`src/rtl/control_unit_if.sv`:
```
// Instruction/flag inputs and control-word/state outputs of control_unit.
// slave = the control unit itself, master = the datapath side that drives it.
interface control_unit_if;
    logic [31:0] i_instruction;
    logic        i_zero;
    logic [31:0] o_ctrl;
    logic [2:0]  o_state;

    modport master (output i_instruction, output i_zero, input o_ctrl, input o_state);
    modport slave  (input i_instruction, input i_zero, output o_ctrl, output o_state);
endinterface

```
`src/rtl/control_unit.sv`:
```
// Multi-cycle control unit: 5-phase FSM producing the 32-bit datapath control word.
// Optional macro ILLEGAL_OPCODE_HALT_EN: unrecognised opcodes halt in state 6 instead of running as a NOP.
module control_unit (
    input  logic          i_clk,
    input  logic          i_rst,
    control_unit_if.slave bus
);
    typedef enum logic [2:0] {
        FETCH      = 3'd1,
        DECODE     = 3'd2,
        EXECUTE    = 3'd3,
        MEMORY     = 3'd4,
        WRITE_BACK = 3'd5,
        HALT       = 3'd6
    } state_t;

    typedef enum logic [1:0] {DEST_NONE, DEST_RD, DEST_RT, DEST_R31} dest_t;
    typedef enum logic [1:0] {PC_NEXT, PC_BEQ, PC_BNE, PC_JUMP} pc_kind_t;

    localparam int PC_LOAD      = 0;
    localparam int PC_SEL_1     = 1;
    localparam int PC_SEL_2     = 2;
    localparam int PC_SEL_3     = 3;
    localparam int IR_LOAD      = 4;
    localparam int MEM_R        = 5;
    localparam int MEM_W        = 6;
    localparam int REG_R        = 8;
    localparam int REG_W        = 9;
    localparam int WA_SEL_1     = 10;
    localparam int WA_SEL_3     = 12;
    localparam int OP2_SEL_4    = 21;
    localparam int ALU_OPRN_LSB = 22;
    localparam int MA_SEL_2     = 27;
    localparam int MD_SEL_1     = 28;

    localparam logic [5:0] OP_RTYPE = 6'h00;
    localparam logic [5:0] OP_ADDI  = 6'h08;
    localparam logic [5:0] OP_MULI  = 6'h1D;
    localparam logic [5:0] OP_ANDI  = 6'h0C;
    localparam logic [5:0] OP_ORI   = 6'h0D;
    localparam logic [5:0] OP_SLTI  = 6'h0A;
    localparam logic [5:0] OP_LW    = 6'h23;
    localparam logic [5:0] OP_SW    = 6'h2B;
    localparam logic [5:0] OP_BEQ   = 6'h04;
    localparam logic [5:0] OP_BNE   = 6'h05;
    localparam logic [5:0] OP_JMP   = 6'h02;
    localparam logic [5:0] OP_JAL   = 6'h03;

    localparam logic [5:0] FN_ADD = 6'h20;
    localparam logic [5:0] FN_SUB = 6'h22;
    localparam logic [5:0] FN_MUL = 6'h2C;
    localparam logic [5:0] FN_SRL = 6'h02;
    localparam logic [5:0] FN_SLL = 6'h01;
    localparam logic [5:0] FN_AND = 6'h24;
    localparam logic [5:0] FN_OR  = 6'h25;
    localparam logic [5:0] FN_NOR = 6'h27;
    localparam logic [5:0] FN_SLT = 6'h2A;

    localparam logic [3:0] ALU_ADD = 4'd1;
    localparam logic [3:0] ALU_SUB = 4'd2;
    localparam logic [3:0] ALU_MUL = 4'd3;
    localparam logic [3:0] ALU_SRL = 4'd4;
    localparam logic [3:0] ALU_SLL = 4'd5;
    localparam logic [3:0] ALU_AND = 4'd6;
    localparam logic [3:0] ALU_OR  = 4'd7;
    localparam logic [3:0] ALU_NOR = 4'd8;
    localparam logic [3:0] ALU_SLT = 4'd9;

    state_t      r_state;
    state_t      w_next_state;
    logic [31:0] w_ctrl;
    logic [5:0]  w_opcode;
    logic [5:0]  w_funct;
    logic [3:0]  w_alu_oprn;
    logic        w_is_rtype;
    logic        w_mem_rd;
    logic        w_mem_wr;
    dest_t       w_dest;
    pc_kind_t    w_pc_kind;
    logic        w_unused_fields;

    assign w_opcode        = bus.i_instruction[31:26];
    assign w_funct         = bus.i_instruction[5:0];
    assign w_unused_fields = ^bus.i_instruction[25:6];

    // An R-type word with an unknown funct is treated like an unknown opcode.
    always_comb begin
        w_alu_oprn = 4'd0;
        w_is_rtype = 1'b0;
        w_mem_rd   = 1'b0;
        w_mem_wr   = 1'b0;
        w_dest     = DEST_NONE;
        w_pc_kind  = PC_NEXT;
        case (w_opcode)
            OP_RTYPE: begin
                w_is_rtype = 1'b1;
                w_dest     = DEST_RD;
                case (w_funct)
                    FN_ADD:  w_alu_oprn = ALU_ADD;
                    FN_SUB:  w_alu_oprn = ALU_SUB;
                    FN_MUL:  w_alu_oprn = ALU_MUL;
                    FN_SRL:  w_alu_oprn = ALU_SRL;
                    FN_SLL:  w_alu_oprn = ALU_SLL;
                    FN_AND:  w_alu_oprn = ALU_AND;
                    FN_OR:   w_alu_oprn = ALU_OR;
                    FN_NOR:  w_alu_oprn = ALU_NOR;
                    FN_SLT:  w_alu_oprn = ALU_SLT;
                    default: begin
                        w_is_rtype = 1'b0;
                        w_dest     = DEST_NONE;
                    end
                endcase
            end
            OP_ADDI: begin w_alu_oprn = ALU_ADD; w_dest = DEST_RT; end
            OP_MULI: begin w_alu_oprn = ALU_MUL; w_dest = DEST_RT; end
            OP_ANDI: begin w_alu_oprn = ALU_AND; w_dest = DEST_RT; end
            OP_ORI:  begin w_alu_oprn = ALU_OR;  w_dest = DEST_RT; end
            OP_SLTI: begin w_alu_oprn = ALU_SLT; w_dest = DEST_RT; end
            OP_LW:   begin w_alu_oprn = ALU_ADD; w_dest = DEST_RT; w_mem_rd = 1'b1; end
            OP_SW:   begin w_alu_oprn = ALU_ADD; w_mem_wr = 1'b1; end
            OP_BEQ:  begin w_alu_oprn = ALU_SUB; w_pc_kind = PC_BEQ; end
            OP_BNE:  begin w_alu_oprn = ALU_SUB; w_pc_kind = PC_BNE; end
            OP_JMP:  w_pc_kind = PC_JUMP;
            OP_JAL:  begin w_pc_kind = PC_JUMP; w_dest = DEST_R31; end
            default: ;
        endcase
    end

    always_ff @(posedge i_clk or posedge i_rst) begin
        if (i_rst) r_state <= FETCH;
        else       r_state <= w_next_state;
    end

    // PC select: PC+1 = pc_sel_1, branch target = pc_sel_2, jump target = pc_sel_2|pc_sel_3.
    always_comb begin
        w_next_state = r_state;
        w_ctrl       = 32'h0000_0000;
        case (r_state)
            FETCH: begin
                w_next_state     = DECODE;
                w_ctrl[MEM_R]    = 1'b1;
                w_ctrl[MA_SEL_2] = 1'b1;
            end
            DECODE: begin
`ifdef ILLEGAL_OPCODE_HALT_EN
                // Every recognised instruction has a nonzero ALU op except the jumps.
                w_next_state = (w_alu_oprn != 4'd0 || w_pc_kind == PC_JUMP) ? EXECUTE : HALT;
`else
                w_next_state = EXECUTE;
`endif
                w_ctrl[MEM_R]    = 1'b1;
                w_ctrl[MA_SEL_2] = 1'b1;
                w_ctrl[IR_LOAD]  = 1'b1;
                w_ctrl[REG_R]    = 1'b1;
            end
            EXECUTE: begin
                w_next_state                  = MEMORY;
                w_ctrl[REG_R]                 = 1'b1;
                w_ctrl[ALU_OPRN_LSB +: 4]     = w_alu_oprn;
                w_ctrl[OP2_SEL_4]             = w_is_rtype;
            end
            MEMORY: begin
                w_next_state     = WRITE_BACK;
                w_ctrl[MEM_R]    = w_mem_rd;
                w_ctrl[MEM_W]    = w_mem_wr;
                w_ctrl[MD_SEL_1] = 1'b0;
            end
            WRITE_BACK: begin
                w_next_state    = FETCH;
                w_ctrl[PC_LOAD] = 1'b1;
                case (w_pc_kind)
                    PC_NEXT: w_ctrl[PC_SEL_1] = 1'b1;
                    PC_BEQ: begin
                        w_ctrl[PC_SEL_2] = bus.i_zero;
                        w_ctrl[PC_SEL_1] = ~bus.i_zero;
                    end
                    PC_BNE: begin
                        w_ctrl[PC_SEL_2] = ~bus.i_zero;
                        w_ctrl[PC_SEL_1] = bus.i_zero;
                    end
                    PC_JUMP: begin
                        w_ctrl[PC_SEL_2] = 1'b1;
                        w_ctrl[PC_SEL_3] = 1'b1;
                    end
                endcase
                case (w_dest)
                    DEST_NONE: ;
                    DEST_RD:   w_ctrl[REG_W] = 1'b1;
                    DEST_RT: begin
                        w_ctrl[REG_W]    = 1'b1;
                        w_ctrl[WA_SEL_1] = 1'b1;
                    end
                    DEST_R31: begin
                        w_ctrl[REG_W]    = 1'b1;
                        w_ctrl[WA_SEL_3] = 1'b1;
                    end
                endcase
            end
            HALT:    w_next_state = HALT;
            default: w_next_state = FETCH;
        endcase
    end

    // Reset forces the control word to zero immediately, aborting any in-flight pulse.
    assign bus.o_ctrl  = i_rst ? 32'h0000_0000 : w_ctrl;
    assign bus.o_state = r_state;
endmodule

```
`src/flat_wrapper.sv`:
```
// flat-port wrapper written by rule: the top's interface ports become plain ports
module control_unit_flat 
  (i_clk, i_rst, bus_i_instruction, bus_i_zero, bus_o_ctrl, bus_o_state);
  control_unit_if bus_i ();
  input  logic i_clk;
  input  logic i_rst;
  input wire logic [$bits(bus_i.i_instruction)-1:0] bus_i_instruction;
  input wire logic [$bits(bus_i.i_zero)-1:0] bus_i_zero;
  output wire logic [$bits(bus_i.o_ctrl)-1:0] bus_o_ctrl;
  output wire logic [$bits(bus_i.o_state)-1:0] bus_o_state;
  assign bus_i.i_instruction = bus_i_instruction;
  assign bus_i.i_zero = bus_i_zero;
  assign bus_o_ctrl = bus_i.o_ctrl;
  assign bus_o_state = bus_i.o_state;
  control_unit u_core (.i_clk(i_clk), .i_rst(i_rst), .bus(bus_i));
endmodule
```
`config.mk`:
```
export PLATFORM = sky130hd
export DESIGN_NAME = control_unit_flat
export DESIGN_NICKNAME = d
export VERILOG_FILES = /design/src/rtl/control_unit_if.sv /design/src/rtl/control_unit.sv /design/src/flat_wrapper.sv
export SDC_FILE = /design/constraint.sdc
export NUM_CORES = 1
export LEC_CHECK = 0
export CORE_MARGIN = 2
export CORE_UTILIZATION = 31
export DETAILED_ROUTE_END_ITERATION = 8
export PLACE_DENSITY = 0.83
export REMOVE_ABC_BUFFERS = 1
export SETUP_SLACK_MARGIN = 0.2
export SYNTH_ARGS = -nofsm -noshare
export SYNTH_HDL_FRONTEND = slang
export SYNTH_SLANG_ARGS = --single-unit
```
`constraint.sdc`:
```
create_clock -name i_clk -period 2.98 [get_ports i_clk]
set_input_delay 0.745 -clock i_clk [delete_from_list [all_inputs] [get_ports i_clk]]
set_output_delay 0.745 -clock i_clk [all_outputs]
set_load 0.03 [all_outputs]
```
### Word level (Yosys, flattened, before mapping)

Index checks and enable logic that the tools add are counted.

| operators by class | value |
|---|---|
| $add $sub $neg | 0 |
| multiply operators | 0 |
| div/mod/pow operators | 0 |
| magnitude comparators | 0 |
| eq/ne operators | 32 |
| shifts and indexed selects | 0 |
| mux-type cells | 26 |
| bitwise operators | 1 |
| reduce and logical (&&, ||, !) cells | 10 |

Operators with widths:

| cell | number |
|---|---|
| 6-bit equality test, second input constant | 9 |
| 4-bit case mux with 9 select lines | 1 |
| 28-bit 2-to-1 mux | 1 |
| 4-bit case mux with 7 select lines | 1 |
| 6-bit by 4-bit equality test with 1-bit output, second input constant | 4 |
| 6-bit by 2-bit equality test with 1-bit output, second input constant | 3 |
| 3-bit case mux with 5 select lines | 1 |
| 1-bit 2-to-1 mux | 14 |
| 6-bit by 3-bit equality test with 1-bit output, second input constant | 2 |
| 2-bit case mux with 3 select lines | 2 |
| 3-bit equality test, second input constant | 3 |
| 9-bit OR reduction | 1 |
| 2-bit equality test, second input constant | 4 |
| 2-bit OR reduction | 4 |
| 3-bit by 2-bit equality test with 1-bit output, second input constant | 2 |
| 6-bit by 1-bit equality test with 1-bit output, second input constant | 1 |
| 6-bit by 5-bit equality test with 1-bit output, second input constant | 1 |
| 6-bit zero test | 1 |
| 1-bit case mux with 3 select lines | 2 |
| 3-bit OR reduction | 2 |
| 6-bit OR reduction | 1 |
| 5-bit 2-to-1 mux | 1 |
| 2-bit by 1-bit equality test with 1-bit output, second input constant | 2 |
| 4-bit 2-to-1 mux | 1 |
| 5 further kinds | 5 |

| storage, ports and cells | value |
|---|---|
| register bits after elaboration | 3 |
| latch bits | 0 |
| RAM bits | 0 |
| bits in read-only memories | 0 |
| input bits | 35 |
| output and inout port bits | 35 |
| word-level logic and storage cells | 70 |
| memories | 0 |

### Logic depth before layout (Yosys ltp)

Gate-level depths: netlist of the first run.

| logic depth | value |
|---|---|
| depth after elaboration | 9 |
| depth in mapped cells | 5 |
| mapped depth without buffers | 5 |

### Least setup slack after synthesis of the first run

No wires, ideal clock.

| timing path | value |
|---|---|
| kind | input-to-output |
| start | input port i_rst |
| end | output port bus_o_ctrl[24] |
| arrival | 2693 ps |
| data required time | 2235 ps |
| path slack | -458 ps |
| stages | 3 |
| buffers on the path | 0 |
| cells stage by stage | nor3b_1 nand2_1 a211oi_1 |

| on the way | value |
|---|---|
| word-level cells in the longest chain between the ends | 1 |

RTL lines:

| item | RTL line | text |
|---|---|---|
| start, declared | flat_wrapper.sv:6 | `input logic i_rst;` |
| 28-bit 2-to-1 mux | control_unit.sv:205 | `assign bus.o_ctrl = i_rst ? 32'h0000_0000 : w_ctrl;` |
| end, declared | flat_wrapper.sv:9 | `output wire logic [$bits(bus_i.o_ctrl)-1:0] bus_o_ctrl;` |

No other way between the ends.

### Worst setup path in the final report of the first run

| timing path | value |
|---|---|
| start | input port bus_i_instruction[27] |
| end | output port bus_o_ctrl[25] |

| on the way | value |
|---|---|
| word-level cells in the longest chain between the ends | 5 |
| elaborated cells on any way between the ends | 15 |
| those cells by class | 9 x eq/ne; 3 x mux; 3 x reduce/logical |

RTL lines:

| item | RTL line | text |
|---|---|---|
| start, declared | flat_wrapper.sv:7 | `input wire logic [$bits(bus_i.i_instruction)-1:0] bus_i_instruction;` |
| 6-bit equality test (tied with other cells) | control_unit.sv:94 | `case (w_opcode)` |
| 3-bit OR reduction (no line) / 2-bit OR reduction (equally long branches) | -- |  |
| 4-bit case mux with 7 select lines * | control_unit.sv:94 |  |
| 5-bit 2-to-1 mux * | control_unit.sv:138 | `case (r_state)` |
| 28-bit 2-to-1 mux * | control_unit.sv:205 |  |

Mark *: on every way between the ends. The rest lies on a longest branch, timed or not.

==> results of run 1 <==
cell usage in the layout (no fill, tap or decap), types with 2 or more instances in the layout:
cell	netlist	routed
buf_4	15	36
conb_1	1	15
nor2_1	10	10
buf_6	1	8
nor2b_1	9	6
a21oi_1	8	5
nand2b_1	5	5
a211oi_2	2	5
inv_1	4	4
nor3_1	6	4
dlygate4sd2_1	0	4
buf_2	5	4
clkdlybuf4s50_1	0	4
nor3_2	1	3
o21ai_1	3	3
a21oi_2	0	3
nand2_1	4	3
clkbuf_4	0	3
nor2b_4	0	2
nor3b_2	0	2
or3_4	0	2
and3_1	3	2
nor4bb_4	0	2
o21a_1	2	2
nand4_1	2	2
or3b_4	0	2
xnor2_1	2	2
and2_1	2	2
dfrtp_1	2	2
per-stage QoR:
step                std cells    util  power [W]  worst slack (ns)  TNS [ns]
floorplan                 114       -  0.0001004           -0.4582    -1.353
global placement          202  0.4728  0.0001572           -0.3916    -2.590
detailed placement        202  0.4728  0.0001589           -0.3879    -2.852
CTS                       207  0.5310  0.0002487           0.08823         0
global route              208  0.5449  0.0002732           0.06342         0
finish                    208  0.5449  0.0002551            0.1024         0
area by class of cell:
| cell class | instances | area share |
|---|---|---|
| multi-input cells | 107 | 0.5607 |
| repair buffers | 59 | 0.3325 |
| flip-flops and latches | 3 | 0.05214 |
| well taps | 31 | 0.02650 |
| clock buffers | 4 | 0.01795 |
| inverters | 4 | 0.01026 |
cells by family (layout without fill, tap and decap cells):
family | after synthesis | after routing | synth area share
AND/OR/NAND/NOR | 57 | 57 | 0.4035
AO/OA/AOI/OAI | 31 | 31 | 0.2613
buffers and inverters | 27 | 67 | 0.1988
XOR/XNOR | 3 | 3 | 0.03048
flip-flops | 3 | 3 | 0.08854
other | 1 | 15 | 0.004350
multiplexers | 1 | 1 | 0.01306
where the power goes:
group	internal, W	switching (W)
clock network	0.0000502	0.0000216
registers	0.0000410	0
logic	0.0000608	0.0000816
total	0.000152	0.000103
worst reg2reg max path, stage by stage (launching register included):
cell     delay, ns
dfstp_2       0.59
inv_1         0.08
nor2_1        0.17
mux2_2        0.17
layer usage:
metal | track usage | share of wire | routed length [um]
met5 | 0 | 0 | 0
met4 | 0.04983 | 0.012 | 33
met2 | 0.3056 | 0.53 | 1403
met3 | 0.01843 | 0.048 | 128
met1 | 0.1828 | 0.41 | 1101
repair_timing:
item                                    in CTS  in global routing
setup buffers                                1                  1
endpoints found under the setup margin      14                 10
resized for setup                           78                 11
pin swaps                                   19                  8
worst min-delay path by stage:
| stage | start | end | cells after the start |
|---|---|---|---|
| after floorplan | i_rst | u_core.bus.o_state[1] | 1 |
| after global placement | u_core.bus.o_state[1] | u_core.bus.o_state[0] | 1 |
| after detailed placement | u_core.bus.o_state[1] | u_core.bus.o_state[0] | 1 |
| after CTS | i_rst | u_core.bus.o_state[2] | 2 |
| after global routing | i_rst | u_core.bus.o_state[1] | 2 |
| final | i_rst | u_core.bus.o_state[2] | 2 |
==> impl_metrics.toml, run 1 <==
[outcome]
status = "completed"

[grt]
grt_pass1_vias = 1004
grt-ovfl-total = 0
grt_max_degree = 10
antenna_found_initial = 0
grt_pass1_wl_mm = 4.195
grtUsageTotal = 0.1603

[die]
core_area_um2 = 2686
start_util = 0.3209
fp.dieH_um = 56.74
die_w_um = 56.74
rows = 19
ios = 70
die_area_um2 = 3219

[timing]
layout_min_cycle_time_ns = 2.878
hold_viol = 0
slew_violations = 0
rsz0062_at_grt = "true"
finClkSkew_ns = 0.002861
min_period_over_period = 0.9656
whs_ns = 0.5672
setup_viol = 0
clock.fmax_mhz = 347.5

[finish]
area_delta_synth_final_pct = 69.81
final_area_um2 = 1464
largest_reg_flops = 3
diodes = 0
n_fill_cell = 249
drive_above_1_share = 0.4915
register_area_um2 = 76.32
nets = 213
multiInputGateArea_um2 = 820.8

[synthesis]
synth_commonest_cells = "15 x buf_4, 10 x nor2_1, 9 x nor2b_1"
avgSynthCellArea_um2 = 7.009
synth_top_area_frac = 0.1306
yosysMostFrequentCell = "buf_4"
ys_ff_latch = 3
yosysWarnings = 0
synthFlopType = "dfrtp_1"
async_flop_share = 1.000
ys_seq_area_frac = 0.08853
synthTopCellsByArea = "buf_4 13%, nor2b_1 6.5%, dfrtp_1 5.8%"
yosys.cell_types.count = 49
syn_inst = 123
syn_area_um2 = 862.1
synth-edff-count = 0
synth_top_cell_by_area = "buf_4"

[routing]
postRouteAntennaNets = 0
wl_mm = 2.666
drt_iter0_drc = 30
wl_per_cell_um = 12.82
via_per_inst = 5.053
drc = 0
firstDrtPassIters = 4
dr_total_vias = 1051

[clock_network]
clock_latency_ns = 0.23
clk_path_buf_depth = 2
cts_made_buffers = 3
htree_levels = 1
cts_sinks = 3
holdBufCountCts = 0
clockRootBuffer = "clkbuf_4"
clk_pin_slew_ns = 0.04
cts_tree = "built"

[worst_hold_path]
holdCritPathClass = "in -> async"

[setup_path]
slowest_stage = "or4_4"
endpoint = "bus_o_ctrl[25]"
reg2reg_depth = 3
cp.required_ns = 2.24
critPathLaunchType = "input pin"
critPathLaunch = "bus_i_instruction[27]"
reg2reg_from = "u_core.bus.o_state[0]"
path_buf_inv = 2
rrSetupSlack_ns = 1.91
cp_max_fo = 4
cp-end-kind = "output port"
cp_num_cells = 6
max_stage_delay_ns = 0.58
worstPathArrival_ns = 2.13
crit_chain = "buf_6, or4_4, nor2_4, nand4_1, a211oi_2, buf_4"
path_class = "in -> out"
reg2reg_to = "u_core.bus.o_state[1]"
crit_family = "simple AND/OR/NAND/NOR gates"

[power_and_ir_drop]
vdd_ir_drop_max_uv = 209.3
power_density_nw_per_um2 = 174.3
power_leakage_nw = 0.6389

[place]
io_buffers = 34
place.gp.congestion = 0.8455
hpwl_mm = 1.846
placed_area_um2 = 1270

[job]
maxCapViolCount = 0
(Power assumes the default switching activity.)
==> run 2: changes to the inputs <==
--- a/config.mk
+++ b/config.mk
@@ -8,6 +8,7 @@
 export CORE_MARGIN = 2
 export CORE_UTILIZATION = 31
 export DETAILED_ROUTE_END_ITERATION = 8
+export GPL_TIMING_DRIVEN = 0
 export PLACE_DENSITY = 0.83
 export REMOVE_ABC_BUFFERS = 1
 export SETUP_SLACK_MARGIN = 0.2
==> run 2 against run 1 <==
  * Core utilization decreased by 9.8 points
  * Via count down 11%
  * Clock-buffer cell count unchanged
  * Worst setup slack worse by 0.042 ns
  * Non-clock buffer count shrank 21
  * Critical path depth is 1 higher
  * Cell count shrank 10%
  * Flip-flop and latch count unchanged
  * Register-to-register slack hardly changed
  * Sequential share of layout area grew 1.1 points
  * Clock power fell by 2%
  * Global-route usage down 1.9 points
  * Critical endpoint is now bus_o_ctrl[24]
  * Largest power group unchanged
  * Highest routed layer is now met3
==> impl_metrics.toml, run 2 (synthesis gave the netlist of run 1 again) <==
[setup_path]
crit_family = "simple AND/OR/NAND/NOR gates"
worstPathArrival_ns = 2.17
cp-end-kind = "output port"
crit_chain = "buf_6, or4_4, buf_4, nor3_2, o21ai_1, a211oi_2, buf_4"
cp.required_ns = 2.24
cp_num_cells = 7
reg2reg_depth = 3
max_stage_delay_ns = 0.57
crit_path_frequent_cell = "buf_4"
slowest_stage = "or4_4"
cp_max_fo = 4
path_class = "in -> out"
path_buf_inv = 3
critPathLaunchType = "input pin"

[clock_network]
clockRootBuffer = "clkbuf_4"
htree_levels = 1
clk_pin_slew_ns = 0.04
cts_sinks = 3
clock_latency_ns = 0.23
cts_tree = "built"
clk_path_buf_depth = 2
cts_made_buffers = 3

[timing]
clock.fmax_mhz = 342.6
worst_slack_ns = 0.06076
setup_viol = 0
fin_setup_tns_ns = 0
layout_min_cycle_time_ns = 2.919
min_period_over_period = 0.9796
finClkSkew_ns = 0.002815
rsz0062_at_grt = "true"
hold_viol = 0
slew_violations = 0

[die]
die_w_um = 56.74
rows = 19
die_area_um2 = 3219
core_area_um2 = 2686
fp.dieH_um = 56.74
ios = 70
start_util = 0.3209

[grt]
grt-ovfl-total = 0
grt_pass1_wl_mm = 3.719
grt_max_degree = 14
grtUsageTotal = 0.1409
grt_pass1_vias = 843
antenna_found_initial = 0

[finish]
utilization = 0.4471
largest_reg_flops = 3
final_common_cell = "conb_1"
nets = 192
area_delta_synth_final_pct = 39.33
final_cell_mix = "15 x conb_1, 10 x buf_2, 9 x nor2_1, 9 x nor2b_1, 9 x buf_4"
drive_above_1_share = 0.3462
diodes = 0

[place]
place.gp.congestion = 0.8356
dp_slack_ns = -1.028
io_buffers = 34
hpwl_mm = 1.633

[routing]
drt_iter0_drc = 20
via_per_inst = 5.011
wl_mm = 2.235
dr_total_vias = 937
postRouteAntennaNets = 0
drc = 0
firstDrtPassIters = 4
wl_per_cell_um = 11.95

[power_and_ir_drop]
power_density_nw_per_um2 = 180.5
vdd_ir_drop_max_uv = 188.3
power_leakage_nw = 0.5154

[outcome]
status = "completed"

[worst_hold_path]
holdCritPathClass = "in -> async"

[job]
maxCapViolCount = 0
==> run 2: stage by stage <==
| step | power, W | hold slack, ns | std cells | instance area (um^2) |
|---|---|---|---|---|
| finish | 0.0002168 | 0.5775 | 187 | 1201 |
| floorplan | 0.0001004 | 0.4979 | 114 | 758.2 |
| global placement | 0.0001385 | 0.5459 | 179 | 1137 |
| CTS | 0.0002194 | 0.5727 | 187 | 1220 |
| global route | 0.0002360 | 0.5809 | 187 | 1201 |
| detailed placement | 0.0001394 | 0.5502 | 179 | 1137 |
==> run 2: timing repair <==
item	CTS	global route
setup buffers	4	0
gates resized for setup	132	17
endpoints found under the setup margin	17	13
hold buffers	0	0
pin swaps	10	4
==> run 2: path summary, 6_finish.rpt <==
kind / end / slack, ns / startpoint
min in group i_clk: u_core.bus.o_state[0] / 0.58 / u_core.bus.o_state[1]
max in group asynchronous: u_core.bus.o_state[0] / 2.19 / i_rst
min: u_core.bus.o_state[1] / 0.58 / i_rst
max: bus_o_ctrl[24] / 0.06 / bus_i_instruction[4]
min reg2reg: u_core.bus.o_state[0] / 0.58 / u_core.bus.o_state[1]
max reg2reg: u_core.bus.o_state[1] / 1.92 / u_core.bus.o_state[0]
==> run 2: report_power, final <==
part / total [W] / internal (W) / switching [W]
sequential: 0.0000410 / 0.0000410 / 0
clock: 0.0000706 / 0.0000501 / 0.0000204
combinational: 0.000105 / 0.0000365 / 0.0000687
==> run 2: final cells by class <==
type,count,area (um^2)
timing repair buffer,38,292.8
multi-input combinational,107,752.0
inverter,4,15.01
sequential,3,76.32
tap,31,38.79
clock buffer,4,26.28
fill,282,1485
==> run 2: layer usage <==
layer	up-vias	wire, um	GRT usage
met5	-	0	0
met4	0	0	0.03987
met3	0	158	0.02535
met2	36	1119	0.2508
met1	419	956	0.1717
li1	482	-	-
==> run 3: changes to the inputs <==
--- a/config.mk
+++ b/config.mk
@@ -7,6 +7,7 @@
 export LEC_CHECK = 0
 export CORE_MARGIN = 2
 export CORE_UTILIZATION = 31
+export CTS_CLUSTER_DIAMETER = 100
 export DETAILED_ROUTE_END_ITERATION = 8
 export GPL_TIMING_DRIVEN = 0
 export PLACE_DENSITY = 0.83
==> results of run 3 <==
Final layout, timing and power as in run 2 (identical DEF).
